===== src/rtl/alu_cmd_issuer_if.sv =====
// Command / ALU pin / response bundle for alu_cmd_issuer.
// master: the issuer (accepts commands, drives the ALU pins, produces responses).
// slave:  the environment (command source, ALU, response consumer).
interface alu_cmd_issuer_if #(
  parameter int TAG_W = 4
) ();
  // command stream
  logic             cmd_valid;
  logic             cmd_ready;
  logic [7:0]       cmd_a;
  logic [7:0]       cmd_b;
  logic [3:0]       cmd_sel;
  logic [TAG_W-1:0] cmd_tag;
  // ALU pin-level interface
  logic [7:0]       alu_a;
  logic [7:0]       alu_b;
  logic [3:0]       alu_selection;
  logic [7:0]       alu_result;
  logic             alu_carry_out;
  // response stream
  logic             rsp_valid;
  logic             rsp_ready;
  logic [7:0]       rsp_result;
  logic             rsp_carry;
  logic [TAG_W-1:0] rsp_tag;

  modport master (
    input  cmd_valid, cmd_a, cmd_b, cmd_sel, cmd_tag,
    output cmd_ready,
    output alu_a, alu_b, alu_selection,
    input  alu_result, alu_carry_out,
    output rsp_valid, rsp_result, rsp_carry, rsp_tag,
    input  rsp_ready
  );

  modport slave (
    output cmd_valid, cmd_a, cmd_b, cmd_sel, cmd_tag,
    input  cmd_ready,
    input  alu_a, alu_b, alu_selection,
    output alu_result, alu_carry_out,
    input  rsp_valid, rsp_result, rsp_carry, rsp_tag,
    output rsp_ready
  );
endinterface


===== src/rtl/alu_cmd_issuer.sv =====
// Purpose: queues tagged ALU commands, drives them onto the ALU pins one at a time,
//          samples result/carry after ALU_LATENCY cycles and returns them with the tag.
// Latency: accept at E0 -> alu_* at E1 -> sampled at E(1+ALU_LATENCY); cmd_ready = !full.
// Ports: clock, reset (async, active-high), bus (master modport: cmd/alu/rsp groups),
//        busy (FSM active or FIFO non-empty), op_count (16-bit wrapping response count).
module alu_cmd_issuer #(
  parameter int DEPTH       = 4,
  parameter int ALU_LATENCY = 1,
  parameter int TAG_W       = 4
) (
  input  logic                 clock,
  input  logic                 reset,
  alu_cmd_issuer_if.master     bus,
  output logic                 busy,
  output logic [15:0]          op_count
);

  localparam int AW = $clog2(DEPTH);
  localparam int CW = (ALU_LATENCY > 1) ? $clog2(ALU_LATENCY) : 1;

  typedef struct packed {
    logic [7:0]       a;
    logic [7:0]       b;
    logic [3:0]       sel;
    logic [TAG_W-1:0] tag;
  } cmd_t;

  typedef enum logic [1:0] {IDLE, WAIT, RESP} state_t;

  // command FIFO
  cmd_t          mem [DEPTH];
  logic [AW-1:0] wr_ptr;
  logic [AW-1:0] rd_ptr;
  logic [AW:0]   count;
  logic          full;
  logic          empty;
  logic          push;
  logic          pop;
  cmd_t          head;

  // issue/response FSM
  state_t           state;
  logic [CW-1:0]    wait_cnt;
  logic [TAG_W-1:0] tag_q;
  logic [15:0]      op_count_q;
  logic             rsp_hs;

  assign full   = (count == (AW+1)'(DEPTH));
  assign empty  = (count == '0);
  // Full refuses a push even when a pop happens on the same edge.
  assign push   = bus.cmd_valid && !full;
  assign head   = mem[rd_ptr];
  assign rsp_hs = bus.rsp_valid && bus.rsp_ready;
  // Pop happens on the same edge as issue: from IDLE, or straight out of RESP on handshake.
  assign pop    = !empty && ((state == IDLE) || ((state == RESP) && rsp_hs));

  assign bus.cmd_ready = !full;
  assign busy          = (state != IDLE) || !empty;
  assign op_count      = op_count_q;

  // storage needs no reset; occupancy is tracked by count
  always_ff @(posedge clock) begin
    if (push) begin
      mem[wr_ptr] <= {bus.cmd_a, bus.cmd_b, bus.cmd_sel, bus.cmd_tag};
    end
  end

  always_ff @(posedge clock or posedge reset) begin
    if (reset) begin
      wr_ptr <= '0;
      rd_ptr <= '0;
      count  <= '0;
    end else begin
      if (push) wr_ptr <= wr_ptr + 1'b1;
      if (pop)  rd_ptr <= rd_ptr + 1'b1;
      case ({push, pop})
        2'b10:   count <= count + 1'b1;
        2'b01:   count <= count - 1'b1;
        default: count <= count;
      endcase
    end
  end

  always_ff @(posedge clock or posedge reset) begin
    if (reset) begin
      state             <= IDLE;
      wait_cnt          <= '0;
      tag_q             <= '0;
      op_count_q        <= '0;
      bus.alu_a         <= '0;
      bus.alu_b         <= '0;
      bus.alu_selection <= '0;
      bus.rsp_valid     <= 1'b0;
      bus.rsp_result    <= '0;
      bus.rsp_carry     <= 1'b0;
      bus.rsp_tag       <= '0;
    end else begin
      case (state)
        IDLE: ;  // issue handled below
        WAIT: begin
          if (wait_cnt != '0) begin
            wait_cnt <= wait_cnt - 1'b1;
          end else begin
            bus.rsp_result <= bus.alu_result;
            bus.rsp_carry  <= bus.alu_carry_out;
            bus.rsp_tag    <= tag_q;
            bus.rsp_valid  <= 1'b1;
            state          <= RESP;
          end
        end
        RESP: begin
          if (rsp_hs) begin
            bus.rsp_valid <= 1'b0;
            op_count_q    <= op_count_q + 1'b1;
            state         <= IDLE;
          end
        end
        default: state <= IDLE;
      endcase

      // Issue overrides the IDLE fallback above so a queued command goes out on
      // the same edge as the response handshake.
      if (pop) begin
        bus.alu_a         <= head.a;
        bus.alu_b         <= head.b;
        bus.alu_selection <= head.sel;
        tag_q             <= head.tag;
        wait_cnt          <= CW'(ALU_LATENCY - 1);
        state             <= WAIT;
      end
    end
  end

endmodule


===== src/flat_wrapper.sv =====
// flat-port wrapper written by rule: the top's interface ports become plain ports
module alu_cmd_issuer_flat 
#(
  parameter int DEPTH       = 4,
  parameter int ALU_LATENCY = 1,
  parameter int TAG_W       = 4
)
  (clock, reset, busy, op_count, bus_cmd_valid, bus_cmd_a, bus_cmd_b, bus_cmd_sel, bus_cmd_tag, bus_cmd_ready, bus_alu_a, bus_alu_b, bus_alu_selection, bus_alu_result, bus_alu_carry_out, bus_rsp_valid, bus_rsp_result, bus_rsp_carry, bus_rsp_tag, bus_rsp_ready);
  alu_cmd_issuer_if #(.TAG_W(TAG_W)) bus_i ();
  input  logic clock;
  input  logic reset;
  output logic busy;
  output logic [15:0] op_count;
  input wire logic [$bits(bus_i.cmd_valid)-1:0] bus_cmd_valid;
  input wire logic [$bits(bus_i.cmd_a)-1:0] bus_cmd_a;
  input wire logic [$bits(bus_i.cmd_b)-1:0] bus_cmd_b;
  input wire logic [$bits(bus_i.cmd_sel)-1:0] bus_cmd_sel;
  input wire logic [$bits(bus_i.cmd_tag)-1:0] bus_cmd_tag;
  output wire logic [$bits(bus_i.cmd_ready)-1:0] bus_cmd_ready;
  output wire logic [$bits(bus_i.alu_a)-1:0] bus_alu_a;
  output wire logic [$bits(bus_i.alu_b)-1:0] bus_alu_b;
  output wire logic [$bits(bus_i.alu_selection)-1:0] bus_alu_selection;
  input wire logic [$bits(bus_i.alu_result)-1:0] bus_alu_result;
  input wire logic [$bits(bus_i.alu_carry_out)-1:0] bus_alu_carry_out;
  output wire logic [$bits(bus_i.rsp_valid)-1:0] bus_rsp_valid;
  output wire logic [$bits(bus_i.rsp_result)-1:0] bus_rsp_result;
  output wire logic [$bits(bus_i.rsp_carry)-1:0] bus_rsp_carry;
  output wire logic [$bits(bus_i.rsp_tag)-1:0] bus_rsp_tag;
  input wire logic [$bits(bus_i.rsp_ready)-1:0] bus_rsp_ready;
  assign bus_i.cmd_valid = bus_cmd_valid;
  assign bus_i.cmd_a = bus_cmd_a;
  assign bus_i.cmd_b = bus_cmd_b;
  assign bus_i.cmd_sel = bus_cmd_sel;
  assign bus_i.cmd_tag = bus_cmd_tag;
  assign bus_cmd_ready = bus_i.cmd_ready;
  assign bus_alu_a = bus_i.alu_a;
  assign bus_alu_b = bus_i.alu_b;
  assign bus_alu_selection = bus_i.alu_selection;
  assign bus_i.alu_result = bus_alu_result;
  assign bus_i.alu_carry_out = bus_alu_carry_out;
  assign bus_rsp_valid = bus_i.rsp_valid;
  assign bus_rsp_result = bus_i.rsp_result;
  assign bus_rsp_carry = bus_i.rsp_carry;
  assign bus_rsp_tag = bus_i.rsp_tag;
  assign bus_i.rsp_ready = bus_rsp_ready;
  alu_cmd_issuer #(.DEPTH(DEPTH), .ALU_LATENCY(ALU_LATENCY), .TAG_W(TAG_W)) u_core (.clock(clock), .reset(reset), .bus(bus_i), .busy(busy), .op_count(op_count));
endmodule

===== config.mk =====
export PLATFORM = sky130hd
export DESIGN_NAME = alu_cmd_issuer_flat
export DESIGN_NICKNAME = d
export VERILOG_FILES = /design/src/rtl/alu_cmd_issuer_if.sv /design/src/rtl/alu_cmd_issuer.sv /design/src/flat_wrapper.sv
export SDC_FILE = /design/constraint.sdc
export NUM_CORES = 1
export LEC_CHECK = 0
export ABC_AREA = 1
export CORE_AREA = 2 2 163 165
export DETAILED_ROUTE_END_ITERATION = 10
export DIE_AREA = 0 0 165 167
export PLACE_DENSITY_LB_ADDON = 0.05
export SYNTH_ARGS = -nofsm -noshare
export SYNTH_HDL_FRONTEND = slang
export SYNTH_SLANG_ARGS = --single-unit

===== constraint.sdc =====
create_clock -name clock -period 2.8 [get_ports clock]
set_input_delay 0.28 -clock clock [delete_from_list [all_inputs] [get_ports clock]]
set_output_delay 0.28 -clock clock [all_outputs]
set_load 0.005 [all_outputs]

==> reports/results.txt <==
total count of hold-check failures in the final report: 0
worst path arrival time: 2.40 ns
clock group share of total power: 26.4%
number of buffers created by CTS: 17
detailed-route wire length: 14,900 um
initial core utilization: 24.8%
Syn Area/Cell: 11.5 um^2
number of nets in the final layout: 698
reported leakage power: 3.21 nW
IO Pins: 89
clock latency of the later-clocked register in the worst-skew pair: 0.43 ns
asr flop ratio synth: 39.6%
Synth warnings: 0
antenna-violating nets left: 0
overall die width: 165 um
Psw: 3.01 mW
type of element capturing the critical path: flip-flop
Req. time, crit path: 3.10 ns
Total Negative Setup Slacks: 0 ns
Worst VDD drop: 433 uV
RSZ-0062 raised after global routing: no
PD cells: 1050 nW/um^2
maximum clock frequency: 476 MHz
Detailed Route Iter0 Violations: 158
Die Outline Area: 27,600 um^2
post-synthesis instance area: 6380 um^2
final slew viol count: 0
dominant synthesized flop cell: edfxtp_1
die extent in y: 167 um
Critical Path Source Type: flip-flop
clock tree from TritonCTS: done
antenna diode count: 0
path category of the worst min-delay check: primary input to asynchronous set/reset pin
wire length of the first global-routing pass: 23,400 um
buffers inserted by post-CTS timing repair: 0
gr ovfl total: 0
switching portion of total power: 34.5%
largest clock skew in the final design: 0.0161 ns
Tcrit/Tclk final: 75.0%
result of the run: finished, final reports clean
maximum clock path buffer count: 2
sequential power share: 39.6%
global-route usage over all layers: 11.4%
vias in the first global route: 4,256
hold bufs inserted after CTS: 0
max_cap viols: 0
Buffers on Ports: 88
portion of the post-synthesis area used by sequential elements: 69.9%
antenna violations before repair: 0
CTS clock-pin slew for the worst setup and hold paths: 0.07 ns
number of placement rows: 59
setup slack after placement: 0.538 ns
worst setup path category: flip-flop to flip-flop
core area: 25,800 um^2
proportion of layout cells with a drive suffix above 1: 10.6%
number of register bits inferred by synthesis: 159
number of vias per cell: 4.12
headroom to the max-slew limit: 62.8%
H-tree lvl count: 4
Final setup viols: 0
routability-driven placement congestion ratio: 0.747
worst reg2reg setup slack: 0.70 ns
combinational share of power: 34.0%
Least-Margin Pin Slew: 0.558 ns
total number of vias: 4,129
worst-case setup margin in the final layout: 0.700 ns
number of detailed-route iterations in the first pass: 4
worst-path maximum fanout: 8
post_cts resized: 0
Mapped Cells: 556
area grow syn2layout: 29.8%
detailed-placement wirelength estimate: 8750 um
remaining design rule violation count: 0
number of synthesized flops with an enable pin: 96
internal power contribution: 5.72 mW
Post-Synthesis Net Count: 600
number of distinct standard cells referenced by the synthesized netlist: 29
Final Critical Period: 2.10 ns
Root Buffer Master: clkbuf_16
largest net degree at the start of global routing: 64
routed length per instance: 14.9 um
number of clock sinks: 159
-- cells in the mapped netlist, types with 6 or more instances --
master	n	area share, %
buf_2	8	0.63
dfrtp_1	63	25
edfxtp_1	96	45
ha_1	6	1.2
inv_1	30	1.8
mux2_2	13	2.3
nand2_1	118	6.9
nand3_1	9	0.71
nor2_1	92	5.4
o21ai_0	68	5.3
o21ai_1	10	0.78
xnor2_1	6	0.82
-- kinds of logic (layout without fill, tap and decap cells) --
family	Yosys count	count (layout)	synth area share, %
AOI/OAI and AO/OA	83	83	6.64
buffers and inverters	52	163	3.82
muxes	13	13	2.29
xor gates and xnor gates	11	11	1.51
DFF	159	159	69.9
adders and majority gates	7	7	1.49
and+or+nand+nor	231	231	14.4
-- worst paths after layout --
| check | start | to | cells after the start |
|---|---|---|---|
| setup / recovery | u_core.count[0] | u_core.count[2] | 10 |
| hold / removal | reset | u_core.bus.rsp_carry | 3 |
| hold reg to reg | u_core.bus.alu_b[1] | u_core.bus.alu_b[1] | 2 |
| max in group asynchronous | reset | u_core.rd_ptr[0] | 3 |
| min in group clock | bus_alu_carry_out | u_core.bus.rsp_carry | 2 |
| setup reg to reg | u_core.count[0] | u_core.count[2] | 10 |
-- per-layer routing --
metal / track usage (%) / share of wire (%) / vias to the layer above
met2: 18.7 / 47 / 90
met3: 2.74 / 4.0 / 14
met4: 3.97 / 1.3 / 0
li1: - / - / 2053
met1: 14.6 / 48 / 1972
met5: 0 / 0 / -
-- flip-flops by register name (all words and copies together) (netlist names) --
name                      count
u_core.mem                   96
u_core.op_count              16
u_core.bus.alu_a              8
u_core.bus.alu_b              8
u_core.bus.rsp_result         8
u_core.bus.alu_selection      4
u_core.bus.rsp_tag            4
u_core.tag_q                  4
u_core.count                  3
u_core.rd_ptr                 2
u_core.state                  2
u_core.wr_ptr                 2
u_core.bus.rsp_carry          1
u_core.bus.rsp_valid          1
-- cells in the final DEF (no fill, tap or decap), types with 2 or more instances in the layout --
master,count
nand4_1,4
nor2_1,88
o21bai_1,2
buf_4,11
mux2_2,13
nand3_1,9
o21ai_1,10
xor2_1,5
a21oi_1,2
clkinv_4,3
o21ai_0,68
edfxtp_1,96
inv_1,29
nand2_2,3
nor2_4,5
nand2_1,118
inv_6,3
clkinv_2,3
clkdlybuf4s50_1,88
xnor2_1,6
dfrtp_1,62
ha_1,6
inv_8,3
clkbuf_16,17
-- per-stage QoR --
step	instances	area (um^2)	utilization [%]	hold slack [ns]	power [mW]
global route	1002	8280	32.2	0.268	9.43
global placement	970	7690	29.9	0.461	6.54
floorplan	556	6380	-	0.379	5.26
finish	1002	8280	32.2	0.253	8.72
detailed placement	970	7690	29.9	0.464	6.58
CTS	1002	8280	32.2	0.258	8.95
-- area by class of cell --
class	count	area [um^2]
Clock inverter	14	150
Fill cell	2602	17500
Inverter	31	120
Clock buffer	18	439
Timing Repair Buffer	100	983
Multi-Input combinational cell	345	1710
Sequential cell	159	4460
Tap cell	335	419
-- critical path, cell delays in order (launching register included) --
cell and delay (ns):
dfrtp_1 0.41, nor2_1 0.19, nand2_1 0.11, nand2_1 0.07
buf_4 0.20, ha_1 0.17, inv_1 0.06, fa_1 0.38
a21oi_1 0.14, o21ai_0 0.11, xor2_1 0.15
-- power groups by stage --
stage | logic [mW] | registers (mW) | clock network [mW]
floorplan | 1.76 | 3.49 | 0
global placement | 3.05 | 3.49 | 0
detailed placement | 3.08 | 3.51 | 0
CTS | 3.09 | 3.46 | 2.40
global route | 3.42 | 3.53 | 2.49
finish | 2.96 | 3.45 | 2.31
No activity file was read; power rests on OpenSTA's default activity.
